**src/rtl/pc_pkg.sv**
```systemverilog
// Shared types and helpers for the fetch-PC stage and its branch target buffer.
// Entry fields are sized for the widest supported PC (64 bits); narrower builds zero-extend.
package pc_pkg;

    localparam int PC_MAX_W = 64;

    typedef logic [1:0] ctr_t;

    localparam ctr_t CTR_SNT = 2'd0;
    localparam ctr_t CTR_WNT = 2'd1;
    localparam ctr_t CTR_WT  = 2'd2;
    localparam ctr_t CTR_ST  = 2'd3;

    typedef struct packed {
        logic                valid;
        logic [PC_MAX_W-1:0] tag;
        logic [PC_MAX_W-1:0] target;
        ctr_t                ctr;
    } btb_entry_t;

    function automatic ctr_t sat_update(input ctr_t ctr, input logic taken);
        ctr_t nxt;
        if (taken) begin
            nxt = (ctr == CTR_ST) ? CTR_ST : ctr + 2'd1;
        end else begin
            nxt = (ctr == CTR_SNT) ? CTR_SNT : ctr - 2'd1;
        end
        return nxt;
    endfunction

endpackage

```
**src/rtl/btb_direct_mapped.sv**
```systemverilog
// Direct-mapped branch target buffer: combinational lookup on the fetch PC and
// single-entry training from execute. Ports carry word addresses (PC >> 2).
module btb_direct_mapped
    import pc_pkg::*;
#(
    parameter int XLEN      = 32,
    parameter int BTB_DEPTH = 16
) (
    input  logic            clk_i,
    input  logic            rst_ni,
    input  logic [XLEN-3:0] lookup_word_i,
    output logic            pred_taken_o,
    output logic [XLEN-1:0] pred_target_o,
    input  logic            train_en_i,
    input  logic [XLEN-3:0] train_word_i,
    input  logic            train_is_jump_i,
    input  logic            train_taken_i,
    input  logic [XLEN-1:0] train_target_i
);

    localparam int IDX_W = $clog2(BTB_DEPTH);
    localparam int TAG_W = XLEN - IDX_W - 2;

    btb_entry_t btb_q [BTB_DEPTH];

    logic [IDX_W-1:0] lk_idx_s;
    logic [TAG_W-1:0] lk_tag_s;
    logic [IDX_W-1:0] tr_idx_s;
    logic [TAG_W-1:0] tr_tag_s;
    btb_entry_t       tr_cur_s;
    btb_entry_t       tr_entry_d;
    logic             tr_hit_s;

    assign lk_idx_s = lookup_word_i[IDX_W-1:0];
    assign lk_tag_s = lookup_word_i[XLEN-3:IDX_W];
    assign tr_idx_s = train_word_i[IDX_W-1:0];
    assign tr_tag_s = train_word_i[XLEN-3:IDX_W];

    // Lookup reads the stored entry directly, so a same-cycle update is seen only next cycle.
    assign pred_taken_o  = btb_q[lk_idx_s].valid
                        && (btb_q[lk_idx_s].tag == PC_MAX_W'(lk_tag_s))
                        && (btb_q[lk_idx_s].ctr >= CTR_WT);
    assign pred_target_o = btb_q[lk_idx_s].target[XLEN-1:0];

    assign tr_cur_s = btb_q[tr_idx_s];
    assign tr_hit_s = tr_cur_s.valid && (tr_cur_s.tag == PC_MAX_W'(tr_tag_s));

    // Next value of the trained entry: update on hit, allocate on a taken miss.
    always_comb begin
        tr_entry_d = tr_cur_s;
        if (tr_hit_s) begin
            if (train_is_jump_i) begin
                tr_entry_d.ctr    = CTR_ST;
                tr_entry_d.target = PC_MAX_W'(train_target_i);
            end else begin
                tr_entry_d.ctr = sat_update(tr_cur_s.ctr, train_taken_i);
                if (train_taken_i) begin
                    tr_entry_d.target = PC_MAX_W'(train_target_i);
                end else begin
                    tr_entry_d.target = tr_cur_s.target;
                end
            end
        end else if (train_taken_i) begin
            tr_entry_d.valid  = 1'b1;
            tr_entry_d.tag    = PC_MAX_W'(tr_tag_s);
            tr_entry_d.target = PC_MAX_W'(train_target_i);
            tr_entry_d.ctr    = train_is_jump_i ? CTR_ST : CTR_WT;
        end else begin
            tr_entry_d = tr_cur_s;
        end
    end

    // Entry storage; reset invalidates everything and zeroes the counters.
    always_ff @(posedge clk_i or negedge rst_ni) begin
        if (!rst_ni) begin
            for (int i = 0; i < BTB_DEPTH; i++) begin
                btb_q[i] <= '0;
            end
        end else if (train_en_i) begin
            btb_q[tr_idx_s] <= tr_entry_d;
        end
    end

endmodule

```
**src/rtl/program_counter_stage_v2.sv**
```systemverilog
// Fetch-PC register with BTB-based next-PC prediction and execute-stage redirect.
// Optional PC_STATS_EN adds saturating resolved/mispredict counters.
module program_counter_stage_v2
    import pc_pkg::*;
#(
    parameter int              XLEN         = 32,
    parameter logic [XLEN-1:0] RESET_VECTOR = {XLEN{1'b0}},
    parameter int              BTB_DEPTH    = 16
) (
    input  logic            CLK,
    input  logic            RST_N,
    input  logic            STALL,
    input  logic            EX_VALID,
    input  logic            EX_IS_BRANCH,
    input  logic            EX_IS_JUMP,
    input  logic            EX_TAKEN,
    input  logic [XLEN-1:0] EX_PC,
    input  logic [XLEN-1:0] EX_TARGET,
    input  logic [XLEN-1:0] EX_PRED_NEXT_PC,
    output logic [XLEN-1:0] PC,
    output logic            PC_VALID,
    output logic [XLEN-1:0] PRED_NEXT_PC,
    output logic            PRED_TAKEN,
    output logic            FLUSH_IF,
    output logic            FLUSH_ID
`ifdef PC_STATS_EN
    ,
    output logic [31:0]     STAT_RESOLVED,
    output logic [31:0]     STAT_MISPREDICT
`endif
);

    logic [XLEN-1:0] pc_q;
    logic [XLEN-1:0] pc_d;
    logic            pc_valid_q;
    logic            btb_taken_s;
    logic [XLEN-1:0] btb_target_s;
    logic [XLEN-1:0] pred_next_s;
    logic            ex_taken_s;
    logic [XLEN-1:0] actual_s;
    logic            redirect_s;
    logic            train_en_s;

    btb_direct_mapped #(
        .XLEN      (XLEN),
        .BTB_DEPTH (BTB_DEPTH)
    ) u_btb (
        .clk_i           (CLK),
        .rst_ni          (RST_N),
        .lookup_word_i   (pc_q[XLEN-1:2]),
        .pred_taken_o    (btb_taken_s),
        .pred_target_o   (btb_target_s),
        .train_en_i      (train_en_s),
        .train_word_i    (EX_PC[XLEN-1:2]),
        .train_is_jump_i (EX_IS_JUMP),
        .train_taken_i   (ex_taken_s),
        .train_target_i  (EX_TARGET)
    );

    assign pred_next_s = btb_taken_s ? btb_target_s : pc_q + XLEN'(32'd4);
    assign ex_taken_s  = EX_IS_JUMP || (EX_IS_BRANCH && EX_TAKEN);
    assign actual_s    = ex_taken_s ? EX_TARGET : EX_PC + XLEN'(32'd4);
    assign redirect_s  = EX_VALID && (actual_s != EX_PRED_NEXT_PC);
    assign train_en_s  = EX_VALID && (EX_IS_BRANCH || EX_IS_JUMP);

    // Next fetch address: redirect beats stall; the first edge out of reset only arms PC_VALID.
    always_comb begin
        pc_d = pc_q;
        if (redirect_s) begin
            pc_d = actual_s;
        end else if (STALL || !pc_valid_q) begin
            pc_d = pc_q;
        end else begin
            pc_d = pred_next_s;
        end
    end

    // PC and fetch-valid registers.
    always_ff @(posedge CLK or negedge RST_N) begin
        if (!RST_N) begin
            pc_q       <= RESET_VECTOR;
            pc_valid_q <= 1'b0;
        end else begin
            pc_q       <= pc_d;
            pc_valid_q <= 1'b1;
        end
    end

    assign PC           = pc_q;
    assign PC_VALID     = pc_valid_q;
    assign PRED_NEXT_PC = pred_next_s;
    assign PRED_TAKEN   = btb_taken_s;
    assign FLUSH_IF     = redirect_s;
    assign FLUSH_ID     = redirect_s;

`ifdef PC_STATS_EN
    logic [31:0] stat_res_q;
    logic [31:0] stat_mis_q;

    // Saturating event counters for resolved control flow and redirects.
    always_ff @(posedge CLK or negedge RST_N) begin
        if (!RST_N) begin
            stat_res_q <= 32'd0;
            stat_mis_q <= 32'd0;
        end else begin
            if (train_en_s && (stat_res_q != 32'hFFFF_FFFF)) begin
                stat_res_q <= stat_res_q + 32'd1;
            end
            if (redirect_s && (stat_mis_q != 32'hFFFF_FFFF)) begin
                stat_mis_q <= stat_mis_q + 32'd1;
            end
        end
    end

    assign STAT_RESOLVED   = stat_res_q;
    assign STAT_MISPREDICT = stat_mis_q;
`endif

endmodule

```
**config.mk**
```make
export PLATFORM = sky130hd
export DESIGN_NAME = program_counter_stage_v2
export DESIGN_NICKNAME = d
export VERILOG_FILES = /design/src/rtl/pc_pkg.sv /design/src/rtl/btb_direct_mapped.sv /design/src/rtl/program_counter_stage_v2.sv
export SDC_FILE = /design/constraint.sdc
export NUM_CORES = 2
export LEC_CHECK = 0
export BUFFER_PORTS_ARGS = -buffer_cell sky130_fd_sc_hd__buf_2
export CAP_MARGIN = 40
export CORE_ASPECT_RATIO = 0.7
export CORE_MARGIN = 4
export CORE_UTILIZATION = 50
export DETAILED_ROUTE_END_ITERATION = 10
export PLACE_DENSITY = 0.66
export SLEW_MARGIN = 20
export SYNTH_ARGS = -nofsm -noshare
export SYNTH_HDL_FRONTEND = slang
export SYNTH_SLANG_ARGS = --single-unit
```
**constraint.sdc**
```tcl
create_clock -name CLK -period 9.6 [get_ports CLK]
set_input_delay 0.48 -clock CLK [delete_from_list [all_inputs] [get_ports CLK]]
set_output_delay 0.48 -clock CLK [all_outputs]
set_load 0.005 [all_outputs]
```
-- Word level (Yosys, flattened, before mapping)
Index checks and enable logic that the tools add are counted.
- logic and storage cells: 115
- register bits after elaboration: 2129
- input port bits: 103
- bitwise operators: 2
- $add $sub $neg: 4
- reduce and logical (&&, ||, !) cells: 12
- mux-type cells: 22
- $lt $le $gt $ge: 4
- equality and inequality tests: 5
- operators with widths (kind ; count):
    bitwise mux 2096 bit ; 1
    binary-select mux 131 bit (select 4 bit) ; 2
    two-way mux 131 bit ; 6
    demux 131 bit (select 4 bit) ; 1
    two-way mux 66 bit ; 2
    equality test 64 x 26 -> 1 bit ; 2
    two-way mux 32 bit ; 4
    two-way mux 65 bit ; 1
    adder 32 x 3 -> 32 bit (second input constant) ; 2
    two-way mux 64 bit ; 1
    != test 32 bit ; 1
    >= comparator 5 bit (second input constant) ; 2
    NOT 4 -> 5 bit ; 2
    logical AND 1 bit ; 7
    two-way mux 2 bit ; 3
    less-than comparator 5 x 1 -> 1 bit (second input constant) ; 1
    logical OR 1 bit ; 3
    adder 2 x 1 -> 2 bit (second input constant) ; 1
    equality test 2 bit (second input constant) ; 1
    >= comparator 2 bit (second input constant) ; 1
    zero test 2 bit ; 1
    != test 2 bit (second input constant) ; 1
    subtractor 2 x 1 -> 2 bit (second input constant) ; 1
    zero test 1 bit ; 1
    two-way mux 1 bit ; 1

-- Longest topological paths before layout
- depth after elaboration: 10
- depth in mapped cells: 18
- gate-level depth less buffers: 11

-- Hierarchy
A second synthesis with hierarchy kept.
- cells, all modules: 7331
- area total of the unflattened synthesis: 86148.9 um^2
- modules (own cells, without submodules) (module ; area an instance (um^2) ; cells an instance ; sequential area each (um^2) ; instances):
    btb_direct_mapped ; 81309.2 ; 6686 ; 39638.0 ; 1
    program_counter_stage_v2 ; 4839.6 ; 645 ; 825.8 ; 1

-- Least setup slack after synthesis
Ideal clock, no wire load.
- path kind: input -> output
- start point: input port EX_PC[3]
- end point: output port FLUSH_IF
- arrival time: 4.370 ns
- path buffers: 9
- path slack: 4.750 ns
- cell stages on the path: 17
- required time: 9.120 ns
- cells stage by stage: buf_2 buf_4 buf_2 buf_4 buf_2 buf_1 clkbuf_1 inv_1 ha_1 xor2_1 a211oi_1 o22ai_1 or4_1 nor4_1 a41oi_2 buf_6 buf_4
- cells in the longest elaborated chain, start to end: 4
- RTL lines (element ; RTL line ; source):
    start, declared ; program_counter_stage_v2.sv:17 ; input logic [XLEN-1:0] EX_PC,
    adder 32 x 3 -> 32 bit ; program_counter_stage_v2.sv:62 ; assign actual_s = ex_taken_s ? EX_TARGET : EX_PC + XLEN'(32'd4);
    two-way mux 32 bit ; program_counter_stage_v2.sv:62 ;
    != test 32 bit ; program_counter_stage_v2.sv:63 ; assign redirect_s = EX_VALID && (actual_s != EX_PRED_NEXT_PC);
    logical AND 1 bit ; program_counter_stage_v2.sv:63 ;
    end, declared ; program_counter_stage_v2.sv:24 ; output logic FLUSH_IF,
No other way between the ends.

-- Worst setup path in the final report
- start point: register pc_q[4], in the netlist PC[4]
- end point: output port PRED_NEXT_PC[11]
- cells in the longest elaborated chain, start to end: 8
- RTL lines (element ; RTL line ; source):
    start, declared ; program_counter_stage_v2.sv:33 ; logic [XLEN-1:0] pc_q;
    start signal, assigned ; program_counter_stage_v2.sv:84 ; pc_q <= pc_d;
    NOT 4 -> 5 bit (not written as such) ; n/a ;
    binary-select mux 131 bit (select 4 bit) ; n/a ;
    two-way mux 131 bit (not written as such) ; btb_direct_mapped.sv:41 ; && (btb_q[lk_idx_s].tag == PC_MAX_W'(lk_tag_s))
    two-way mux 131 bit (not written as such) ; btb_direct_mapped.sv:43 ; assign pred_target_o = btb_q[lk_idx_s].target[XLEN-1:0];
    equality test 64 x 26 -> 1 bit ; btb_direct_mapped.sv:41 ;
    logical AND 1 bit ; btb_direct_mapped.sv:41 ;
    logical AND 1 bit ; btb_direct_mapped.sv:42 ; && (btb_q[lk_idx_s].ctr >= CTR_WT);
    two-way mux 32 bit * ; program_counter_stage_v2.sv:60 ; assign pred_next_s = btb_taken_s ? btb_target_s : pc_q + XLEN'(32'd4);
    end, declared ; program_counter_stage_v2.sv:22 ; output logic [XLEN-1:0] PRED_NEXT_PC,
Mark *: on every way between the ends. The rest lies on a longest branch, timed or not. The select of a mux whose other input is x is not followed.

==> reports/summary.txt <==
Switch Pwr -> 6.01 mW
FILL cells -> 13600
Synth Net Count -> 7717
drt drc -> 0
Max rail drop VDD -> 0.153 mV
DP HPWL -> 188000 um
Achievable Freq -> 140 MHz
Synth area leader -> dfrtp_1
setup TNS -> 0 ps
crit-path max FO -> 44
final worst path period need -> 7150 ps
number of gates resized after cts -> 0
via count -> 65200
RSZ-0062 raised after global routing -> no
Switching Fraction -> 0.307
Routed WL per cell -> 28.7 um
#FFs+latches synth -> 1617
Bufs on Longest Clock Path -> 3
CTS Buf Count -> 158
status -> finished, final reports clean
largest net degree at the start of global routing -> 180
XOR/XNOR share of the synthesized area -> 0.0144
area share of the largest cell type after synthesis -> 0.485
layout cell share with drive strength beyond 1 -> 0.200
CTS Root Cell -> clkbuf_16
drt pass-1 iters -> 6
pwr/cell area -> 211 nW/um^2
Worst Path Required -> 9120 ps
Multi-input gate area -> 40100 um^2
critical path class -> reg2out
Top delay family on crit path -> buffers and inverters
Clock Pin Slew Worst Setup and Hold Paths -> 60 ps
pre-CTS WS -> 2590 ps
Leak -> 39.5 nW
initial core utilization -> 0.503
mux share of post-synthesis cell area -> 0.228
clk_skew -> 44.3 ps
CP endpoint kind -> output pin
CP peak stage delay -> 730 ps
CTS tree -> done
Setup Buffers After CTS -> 0
# hold bufs at CTS -> 1
Area Overhead vs Synth -> 11.0%
GPL Wtd Cong -> 0.971
Starting DRT DRC Count -> 9780
initial antenna violation count -> 28
grt total ovfl -> 0
adder-cell share of the synthesized area -> 0.000870
sequential element share of the synthesized area -> 0.485
Pint -> 13.6 mW
IO Count -> 171
Final Hold Viols -> 0
Synth area leaders -> dfrtp_1, mux4_2, o21ai_0
vias in the first global route -> 62700
Placed Cells incl. Taps -> 9511
Worst Tran Pin Value -> 1210 ps
Clk Latency, worst-skew pair -> 840 ps
main combinational cell family by area after synthesis -> multiplexers
Max Cap Viol -> 0
Clock power frac -> 0.340
Compound-Gate Fraction of Synth Area -> 0.117
Post-Synth Simple-Gate Area -> 0.117
crit-path most repeated cell -> buf_4
Clock Sink Count -> 1617
type of origin of the critical path -> flip-flop
Slew headroom -> 0.196
Worst Hold Class -> in2reg
Tcrit/Tclk final -> 0.745
CP cell instances -> buf_12 > buf_4 > and2_0 > buf_4 > a221o_1 > o32ai_1 > a211o_1 > or4_1 > or4_1 > nor4_4 > buf_4 > mux2_1 > buf_2
final core occ -> 0.558
CP Buf/Inv Count -> 5
Avg Inst Size Synth -> 11.0 um^2
Synth cell types -> 88
die area -> 174000 um^2
first-pass GRT wire length -> 423000 um
sequential power share -> 0.438
Net count, final -> 7579
Worst EP arrival -> 6670 ps
Die H -> 350 um
FF/Latch Area -> 40500 um^2
post-route ant nets -> 0
cell area after synthesis -> 83400 um^2
Die X -> 496 um
async set-reset flop share out of synthesis -> 1.00
count of flip-flops with a built-in enable after synthesis -> 0
floorplan core area -> 166000 um^2
final setup fails -> 0
power share of the combinational group -> 0.221
Cells after Synth -> 7609
H-tree Lvls -> 4
GRT Total Usage -> 0.327
total wire length -> 282000 um
most frequent cells after synthesis -> nand2_1, dfrtp_1, o21ai_0
Pins Over Slew Limit -> 0
I/O Buffers -> 170
synthesis warning total -> 0
Slowest-stage cell, CP -> dfrtp_4
row count -> 125
fin worst setup slack -> 2450 ps
Top FF cell, synth -> dfrtp_1
Final Non-Filler Cells -> 9828
most numerous cell in the Yosys netlist -> nand2_1
vias per inst -> 6.63
power groups by stage:
stage	clock, mW	combinational [mW]	sequential, mW
3_3_place_gp	0	4.05	8.57
4_1_cts	6.70	4.25	8.53
6_report	6.66	4.33	8.57
5_1_grt	6.99	4.66	8.67
3_5_place_dp	0	4.24	8.64
2_1_floorplan	0	2.92	8.34
worst register-to-register path, cell delays in order (launching register included):
cell and delay, ps:
dfrtp_4 730, buf_12 280, buf_4 590, and2_0 400, buf_4 350, a221o_1 330
o32ai_1 200, a211o_1 340, or4_1 610, or4_1 580, nor4_4 270, buf_4 520
mux2_2 500, mux2i_1 180, mux2i_1 110
state kept, by name, summed over array words and instances (netlist names):
| register | cells |
|---|---|
| PC | 32 |
| PC_VALID | 1 |
| u_btb.btb_q | 1584 |
metal layers:
metal	vias up	wire, um	track usage
li1	27400	-	-
met1	33100	115000	0.483
met2	4125	120000	0.451
met3	566	38300	0.111
met4	26	9450	0.116
met5	-	179	0
path summary, 6_finish.rpt:
check | to | slack (ps) | start | cells past startpoint
max | PRED_NEXT_PC[11] | 2450 | PC[4]$_DFFE_PN0P_ | 13
min | PC[1]$_DFFE_PN0P_ | 80 | EX_PC[1] | 3
max reg2reg | PC[13]$_DFFE_PN0P_ | 3460 | PC[4]$_DFFE_PN0P_ | 14
max in group asynchronous | u_btb.btb_q[1556]$_DFFE_PN0P_ | 7030 | RST_N | 5
min reg2reg | u_btb.btb_q[1834]$_DFFE_PN0P_ | 490 | u_btb.btb_q[1834]$_DFFE_PN0P_ | 2
min in group asynchronous | u_btb.btb_q[1840]$_DFFE_PN0P_ | 310 | RST_N | 2
kinds of logic after synthesis:
| group | after synthesis |
|---|---|
| compound gates | 1832 |
| xor+xnor | 136 |
| fa+ha+maj | 6 |
| buf+inv | 742 |
| flops | 1617 |
| mux | 978 |
| other cells | 1 |
| simple gates | 2297 |
placed cells by master (no fill, tap or decap), types with 19 or more instances in the layout:
| cell type | Yosys | routed |
|---|---|---|
| nand2_1 | 1728 | 1728 |
| dfrtp_1 | 1617 | 1613 |
| o21ai_0 | 1547 | 1547 |
| mux4_2 | 729 | 729 |
| buf_2 | 73 | 185 |
| clkbuf_16 | 0 | 162 |
| mux2i_1 | 162 | 161 |
| buf_4 | 22 | 145 |
| nor4_1 | 133 | 130 |
| nor2_1 | 123 | 121 |
| xnor2_1 | 75 | 75 |
| mux2_2 | 75 | 75 |
| a21oi_1 | 69 | 69 |
| xor2_1 | 60 | 60 |
| nor3_1 | 57 | 57 |
| nand3_1 | 63 | 47 |
| nand4_1 | 45 | 45 |
| clkbuf_8 | 0 | 37 |
| buf_12 | 0 | 36 |
| or4_1 | 32 | 32 |
| inv_1 | 31 | 31 |
| clkbuf_1 | 554 | 29 |
| clkinv_2 | 0 | 27 |
| buf_16 | 0 | 24 |
| o21ai_1 | 21 | 21 |
| o22ai_1 | 19 | 19 |
through the flow:
step / cell area [um^2] / hold WS, ps / power (mW)
6_report: 92600 / 81.2 / 19.6
5_1_grt: 92600 / 80.3 / 20.3
4_1_cts: 92300 / 39.7 / 19.5
3_5_place_dp: 86800 / 478 / 12.9
3_3_place_gp: 85500 / 457 / 12.6
2_1_floorplan: 83400 / 184 / 11.3
layout make-up:
cell class / instances / area share
diodes: 11 / 0.000297
clock buffers: 227 / 0.0503
clock inverters: 57 / 0.00869
inverters: 33 / 0.00137
multi-input cells: 5250 / 0.433
flip-flops and latches: 1617 / 0.437
well taps: 2222 / 0.0300
repair buffers: 411 / 0.0387
Power figures use the tool's default switching activity.
